**config.mk**
```make
export PLATFORM = sky130hd
export DESIGN_NAME = uart_tx_framer_seq
export DESIGN_NICKNAME = d
export VERILOG_FILES = /design/src/rtl/uart_tx_framer_seq.sv
export SDC_FILE = /design/constraint.sdc
export NUM_CORES = 1
export LEC_CHECK = 0
export ABC_AREA = 1
export CORE_MARGIN = 4
export CORE_UTILIZATION = 55
export DETAILED_ROUTE_END_ITERATION = 8
export PLACE_DENSITY = 0.76
export SETUP_SLACK_MARGIN = 0.2
export SKIP_CTS_REPAIR_TIMING = 1
export SLEW_MARGIN = 25
export SYNTH_ARGS = -nofsm -noshare
export SYNTH_HDL_FRONTEND = slang
export SYNTH_SLANG_ARGS = --single-unit
```
**constraint.sdc**
```tcl
create_clock -name clk -period 2.1 [get_ports clk]
set_clock_uncertainty 0.05 [all_clocks]
set_input_delay 0.525 -clock clk [delete_from_list [all_inputs] [get_ports clk]]
set_output_delay 0.525 -clock clk [all_outputs]
set_load 0.01 [all_outputs]
```
**src/rtl/uart_tx_framer_seq.sv**
```systemverilog
// UART transmit framer: latches one configured frame per valid/ready handshake and
// shifts start, data (LSB first), optional parity and stop bits out on baud_tick.
module uart_tx_framer_seq #(
  parameter int DATA_MAX = 9,
  parameter int LEN_W    = 4
) (
  input  logic                clk,
  input  logic                rst,
  input  logic                baud_tick,
  input  logic [DATA_MAX-1:0] data_in,
  input  logic [LEN_W-1:0]    data_len,
  input  logic [1:0]          parity_type,
  input  logic                stop_bits,
  input  logic                in_valid,
  output logic                in_ready,
  output logic                tx,
  output logic                tx_active,
  output logic                frame_done,
  output logic                cfg_err
);

  typedef enum logic [2:0] {
    S_IDLE,
    S_WAIT,
    S_START,
    S_DATA,
    S_PARITY,
    S_STOP1,
    S_STOP2
  } state_t;

  // Everything the engine needs about a frame, resolved once at acceptance.
  typedef struct packed {
    logic [DATA_MAX-1:0] data;
    logic [LEN_W-1:0]    last_idx;
    logic                par_en;
    logic                par_bit;
    logic                two_stop;
  } frame_t;

  state_t           state, state_n;
  frame_t           cur, cur_n;
  frame_t           pend, pend_n;
  frame_t           in_frame;
  logic             pend_valid, pend_valid_n;
  logic [LEN_W-1:0] idx, idx_n;
  logic             tx_n, tx_active_n, frame_done_n, cfg_err_n;
  logic             len_ok, accept, take, final_stop, end_frame;
  logic             data_xor;

  function automatic logic tx_level(input state_t s, input frame_t f,
                                    input logic [LEN_W-1:0] bit_idx);
    case (s)
      S_START:  return 1'b0;
      S_DATA:   return f.data[bit_idx];
      S_PARITY: return f.par_bit;
      default:  return 1'b1;
    endcase
  endfunction

  assign len_ok = (data_len >= LEN_W'(5)) && (data_len <= LEN_W'(DATA_MAX));

  // Parity only covers the data_len LSBs; upper payload bits are don't-care.
  always_comb begin
    data_xor = 1'b0;
    for (int i = 0; i < DATA_MAX; i++) begin
      if (i < int'(data_len)) data_xor = data_xor ^ data_in[i];
    end
    in_frame.data     = data_in;
    in_frame.last_idx = data_len - LEN_W'(1);
    in_frame.par_en   = (parity_type == 2'b01) || (parity_type == 2'b10);
    in_frame.par_bit  = (parity_type == 2'b01) ? ~data_xor : data_xor;
    in_frame.two_stop = stop_bits;
  end

  assign final_stop = (state == S_STOP2) || ((state == S_STOP1) && !cur.two_stop);
  assign in_ready   = (state == S_IDLE) || (final_stop && !pend_valid);
  assign accept     = in_valid && in_ready;
  assign take       = accept && len_ok;
  assign end_frame  = final_stop && baud_tick;

  // NOTE: every signal written here gets a default first, so no path through
  // the case statement leaves a value unassigned and infers a latch.
  always_comb begin
    state_n      = state;
    cur_n        = cur;
    idx_n        = idx;
    pend_n       = pend;
    pend_valid_n = pend_valid;
    frame_done_n = 1'b0;
    cfg_err_n    = accept && !len_ok;

    case (state)
      S_IDLE: begin
        if (take) begin
          cur_n   = in_frame;
          state_n = S_WAIT;
        end
      end
      S_WAIT: begin
        if (baud_tick) state_n = S_START;
      end
      S_START: begin
        if (baud_tick) begin
          state_n = S_DATA;
          idx_n   = '0;
        end
      end
      S_DATA: begin
        if (baud_tick) begin
          if (idx == cur.last_idx) state_n = cur.par_en ? S_PARITY : S_STOP1;
          else                     idx_n   = idx + LEN_W'(1);
        end
      end
      S_PARITY: begin
        if (baud_tick) state_n = S_STOP1;
      end
      S_STOP1: begin
        if (baud_tick && cur.two_stop) state_n = S_STOP2;
      end
      default: ;
    endcase

    // A frame taken in the final stop state either chains straight into the
    // next start bit (same-cycle end) or waits in the pending slot.
    if (end_frame) begin
      frame_done_n = 1'b1;
      if (pend_valid) begin
        cur_n        = pend;
        pend_valid_n = 1'b0;
        state_n      = S_START;
      end else if (take) begin
        cur_n   = in_frame;
        state_n = S_START;
      end else begin
        state_n = S_IDLE;
      end
    end else if (take && (state != S_IDLE)) begin
      pend_n       = in_frame;
      pend_valid_n = 1'b1;
    end

    tx_n        = tx_level(state_n, cur_n, idx_n);
    tx_active_n = (state_n != S_IDLE) && (state_n != S_WAIT);
  end

  // NOTE: sequential state uses non-blocking assignments so every flop samples
  // pre-edge values regardless of process evaluation order.
  always_ff @(posedge clk or negedge rst) begin
    if (!rst) begin
      state      <= S_IDLE;
      cur        <= '0;
      pend       <= '0;
      pend_valid <= 1'b0;
      idx        <= '0;
      tx         <= 1'b1;
      tx_active  <= 1'b0;
      frame_done <= 1'b0;
      cfg_err    <= 1'b0;
    end else begin
      state      <= state_n;
      cur        <= cur_n;
      pend       <= pend_n;
      pend_valid <= pend_valid_n;
      idx        <= idx_n;
      tx         <= tx_n;
      tx_active  <= tx_active_n;
      frame_done <= frame_done_n;
      cfg_err    <= cfg_err_n;
    end
  end

endmodule

```
## After elaboration in Yosys (flattened, before gate mapping)

Index checks and enable logic that the tools add are counted.

- Bitwise gates (word level): 10
- $lt $le $gt $ge: 12
- Multiplexer cells: 37
- Reductions and logical operators: 21
- $add $sub $neg: 2
- Eq/ne operators: 13

Operator list:

| operator | number |
|---|---|
| $mux W16 | 5 |
| $mux W3 | 8 |
| $pmux W3 S6 | 1 |
| $lt A3 B4 Y1 const A | 4 |
| $mux W1 | 15 |
| $eq A3 B2 Y1 const B | 4 |
| $eq A3 B3 Y1 const B | 4 |
| $mux W4 | 3 |
| $logic_and A1 B1 Y1 | 10 |
| $lt A1 B4 Y1 const A | 2 |
| $lt A2 B4 Y1 const A | 2 |
| $pmux W4 S2 | 1 |
| $xor A1 B1 Y1 | 8 |
| $reduce_bool A3 Y1 | 2 |
| $lt A4 B5 Y1 const B | 1 |
| $add A4 B1 Y4 const B | 1 |
| $bmux W1 S4 | 1 |
| $eq A4 B4 Y1 | 1 |
| $ge A4 B3 Y1 const B | 1 |
| $le A4 B4 Y1 const B | 1 |
| $lt A4 B4 Y1 const A | 1 |
| $mux W2 | 2 |
| $sub A4 B1 Y4 const B | 1 |
| $eq A3 B1 Y1 const B | 1 |
| 10 further kinds | 15 |

- Output and inout port bits: 5
- Bits of input ports: 20
- Flip-flop bits (word level): 44

## Longest topological paths before layout

- Depth in word-level cells: 28
- Gate-level depth with buffers: 18

## Least setup slack after synthesis

No wires, ideal clock.

- Path type: in2reg
- Start: in data_len[0]
- End: reg tx_active
- Required time: 1.923 ns
- Path buffers: 1
- Cell stages on the path: 11
- Setup time: 0.127 ns
- Arrival: 2.040 ns
- Setup slack: -0.117 ns
- Cells stage by stage: inv_1 -> ha_1 -> or2_1 -> nand3_1 -> o21ai_4 -> nand3_4 -> buf_6 -> nand2_1 -> o21ai_1 -> inv_1 -> or2_2

- Cells in the longest elaborated chain, start to end: 8

Ends and longest elaborated chain:

| element | line | RTL |
|---|---|---|
| from (decl) | 11 | `input logic [LEN_W-1:0] data_len,` |
| $ge A4 B3 Y1 / $le A4 B4 Y1 (equally long branches) | 61 | `assign len_ok = (data_len >= LEN_W'(5)) && (data_len <= LEN_W'(DATA_MAX));` |
| $logic_and A1 B1 Y1 * | 61 |  |
| $logic_and A1 B1 Y1 * | 79 | `assign take = accept && len_ok;` |
| $mux W3 / $mux W2 (equally long branches) | 95, 132 |  |
| $pmux W3 S6 / $mux W2 (equally long branches) | 93, 128 |  |
| $mux W3 * | 126 | `if (end_frame) begin` |
| via state_n[1] | 41 | `state_t state, state_n;` |
| $ne A3 B1 Y1 / $reduce_bool A3 Y1 (equally long branches) | 144 | `tx_active_n = (state_n != S_IDLE) && (state_n != S_WAIT);` |
| $logic_and A1 B1 Y1 * | 144 |  |
| via tx_active_n | 47 | `logic tx_n, tx_active_n, frame_done_n, cfg_err_n;` |
| to (signal assigned) | 167 | `tx_active <= tx_active_n;` |
| to (decl) | 17 | `output logic tx_active,` |

Mark *: on every way through the listed nets, which the timed path passes. The rest lies on a longest branch.
A chain may end at the register's enable or synchronous reset.

## Final worst setup path

- Start: reg state[2]
- End: out in_ready

- Cells in the longest elaborated chain, start to end: 5

Ends and longest elaborated chain:

| element | line | RTL |
|---|---|---|
| from (decl) | 41 |  |
| from (signal assigned) | 161 | `state <= state_n;` |
| $eq A3 B3 Y1 | 76 | `assign final_stop = (state == S_STOP2) \|\| ((state == S_STOP1) && !cur.two_stop);` |
| $logic_and A1 B1 Y1 | 76 |  |
| $logic_or A1 B1 Y1 | 76 |  |
| $logic_and A1 B1 Y1 | 77 | `assign in_ready = (state == S_IDLE) \|\| (final_stop && !pend_valid);` |
| $logic_or A1 B1 Y1 * | 77 |  |
| to (decl) | 15 | `output logic in_ready,` |

Every way passes the cells marked *; elsewhere a longest branch is shown, timed or not.

==> metrics.md <==
| Metric | Value |
|---|---|
| Status | complete, but fails checks |
| Failing checks | negative setup slack |
| Drt initial violations | 265 |
| Die width | 81.3 um |
| Max Freq | 467 MHz |
| Crit path capture type | primary output |
| Crit path required time | 1520 ps |
| Simple-gate share of the synthesized area | 0.320 |
| Critical Path AT | 1560 ps |
| Final setup viols | 3 |
| Period utilisation layout | 1.02 |
| Leak pwr | 2.11 nW |
| Yosys top cell area share | 0.364 |
| GP Congestion | 0.935 |
| Final hold slack | 124 ps |
| Distinct cells, synth | 31 |
| CTS tree | yes |
| Final ANT Viol Nets | 0 |
| PnR worst setup slack | -39.7 ps |
| N_diodes | 0 |
| Synth Area in XOR/XNOR | 0.0385 |
| Slew Limit Fails | 0 |
| Initial antenna violation count | 0 |
| DRC Markers | 0 |
| Area Overhead vs Synth | 36.9% |
| Pwr Density | 1250 nW/um2 |
| Cell row count | 26 |
| PortBufs | 24 |
| Sequential-to-total area share from yosys stat | 0.373 |
| RSZ-0062 raised after global routing | yes |
| Commonest non-fill, non-tap cell in the layout | nand2_1 |
| Complex-gate fraction of the synthesized area | 0.144 |
| Wire length after detailed routing | 8.27 mm |
| Post-synthesis mux area share | 0 |
| Clock Sinks | 44 |
| Worst-Skew Late Latency | 300 ps |
| WL per Instance | 14.1 um |
| FF+latch count, synth | 44 |
| Hold Vio Cnt, Final | 0 |
| Nets | 543 |
| First-pass GRT wire length | 13.2 mm |
| Total gr overflow | 0 |
| Yosys top cell by area | dfrtp_1 |
| Final Instance Area | 4050 um2 |
| Vias | 3144 |
| Bufs on Longest Clock Path | 2 |
| Adder-cell area share of the yosys netlist | 0.0254 |
| Mean number of vias per cell | 5.35 |
| Most frequent cells in the layout | 121 x nand2_1, 56 x buf_4, 48 x inv_1, 42 x dfrtp_1, 33 x nand3_1 |
| Largest net degree at the start of global routing | 30 |
| Top post-synthesis cells by area | dfrtp_1 36%, nand2_1 17%, o21ai_0 7.1% |
| Die area | 6610 um2 |
| Min Tclk post-route | 2140 ps |
| Syn_nets | 459 |
| Clock root cell | clkbuf_8 |
| Mean Syn Cell Area | 6.82 um2 |
| Slew headroom | 0.667 |
| Largest family of logic cells by synthesized area | simple AND/OR/NAND/NOR gates |
| Placement Setup Slack | -763 ps |
| Peak supply drop | 0.690 mV |
| Min-Delay Path Class | input pin to asynchronous set/reset pin |
| Die Y | 81.3 um |
| Vias in the first global route | 2772 |
| Total GRT Usage | 0.263 |
| Reg clk slew, reported paths | 90 ps |
| Ys Warns | 0 |
| Maximum fanout along the worst path | 5 |
| Number of max-cap violations | 0 |
| Register-to-Register Path Depth | 18 |
| CTS Buf Count | 5 |
| Crit path launch type | flip-flop |
| Initial Util | 0.571 |
| Ports | 25 |
| Flop-to-flop setup slack | -10 ps |
| H-tree Lvls | 2 |
| Synth Instances | 433 |
| DRT Pass-1 Iters | 5 |
| Syn Std Cell Area | 2950 um2 |
| Worst Tran Pin Value | 499 ps |
| DP HPWL | 6.15 mm |
| Layout cells sized above 1 | 0.249 |
| Path type of the worst setup path | flip-flop to primary output |
| Core area | 5170 um2 |
| Placed Area | 3730 um2 |
-- per-stage QoR --
stage | utilization | total power [mW] | setup TNS [ps] | instances
after floorplan | - | 3.21 | 0 | 433
after global placement | 0.722 | 4.11 | -20460 | 567
after detailed placement | 0.722 | 4.19 | -21760 | 567
after CTS | 0.739 | 4.76 | -10420 | 575
after global routing | 0.782 | 5.49 | -688 | 588
final | 0.782 | 5.06 | -59.6 | 588
-- path summary, 6_finish.rpt --
kind	endpoint	start
setup / recovery	in_ready	state[2]
setup reg to reg	tx	state[2]
max in group asynchronous	pend[7]	rst
hold / removal	idx[3]	rst
min in group clk	pend[0]	pend[0]
hold reg to reg	pend[0]	pend[0]
-- area by class of cell --
cell class,count,area (um2)
multi-input combinational,316,1710
inverter,60,248
clock buffer,8,90.1
timing repair inverter,1,5.00
sequential,44,1100
tap,70,87.6
timing repair buffer,89,800
fill,385,1130
-- cells in the mapped netlist (all sizes together) --
library cell and n:
buf 8, dfstp 1, nor2 28, nand4 7, xor2 8, nand2 140, or2 5, dfrtp 43
a31oi 1, o211ai 1, clkbuf 6, o21ai 54, o22ai 7, clkinv 1, inv 59, xnor2 5
a21oi 17, nor3 1, ha 6, nand3 35
-- worst max-delay path, stage by stage, from the launching register on --
cell,delay [ps]
dfrtp_1,440
inv_2,90
nor2_4,100
nand2_1,70
nand2_2,90
nand2_4,70
nand2_4,130
buf_4,140
clkbuf_2,130
-- per-layer routing --
metal  GRT usage  up-vias  share of wire
met5           0        -              0
met2       0.416      134           0.46
met1       0.369     1444           0.46
met3      0.0410       14          0.063
li1            -     1552              -
met4      0.0777        0          0.018
-- kinds of logic after synthesis --
| kind of cell | Yosys count |
|---|---|
| flip-flops | 44 |
| XOR/XNOR | 13 |
| AO/OA/AOI/OAI | 80 |
| adder cells (fa/ha/maj) | 6 |
| AND/OR/NAND/NOR | 216 |
| buffers and inverters | 74 |
-- flip-flops by register name, summed over array words and instances (netlist names) --
signal      cells
tx              1
state           3
idx             4
frame_done      1
tx_active       1
cur            16
pend           16
cfg_err         1
pend_valid      1
-- power by group --
| group | internal (mW) | switching [mW] |
|---|---|---|
| Combinational | 1.29 | 1.71 |
| Clock | 0.269 | 0.297 |
| Sequential | 1.24 | 0.246 |
| Total | 2.80 | 2.26 |
Power figures use the tool's default switching activity.
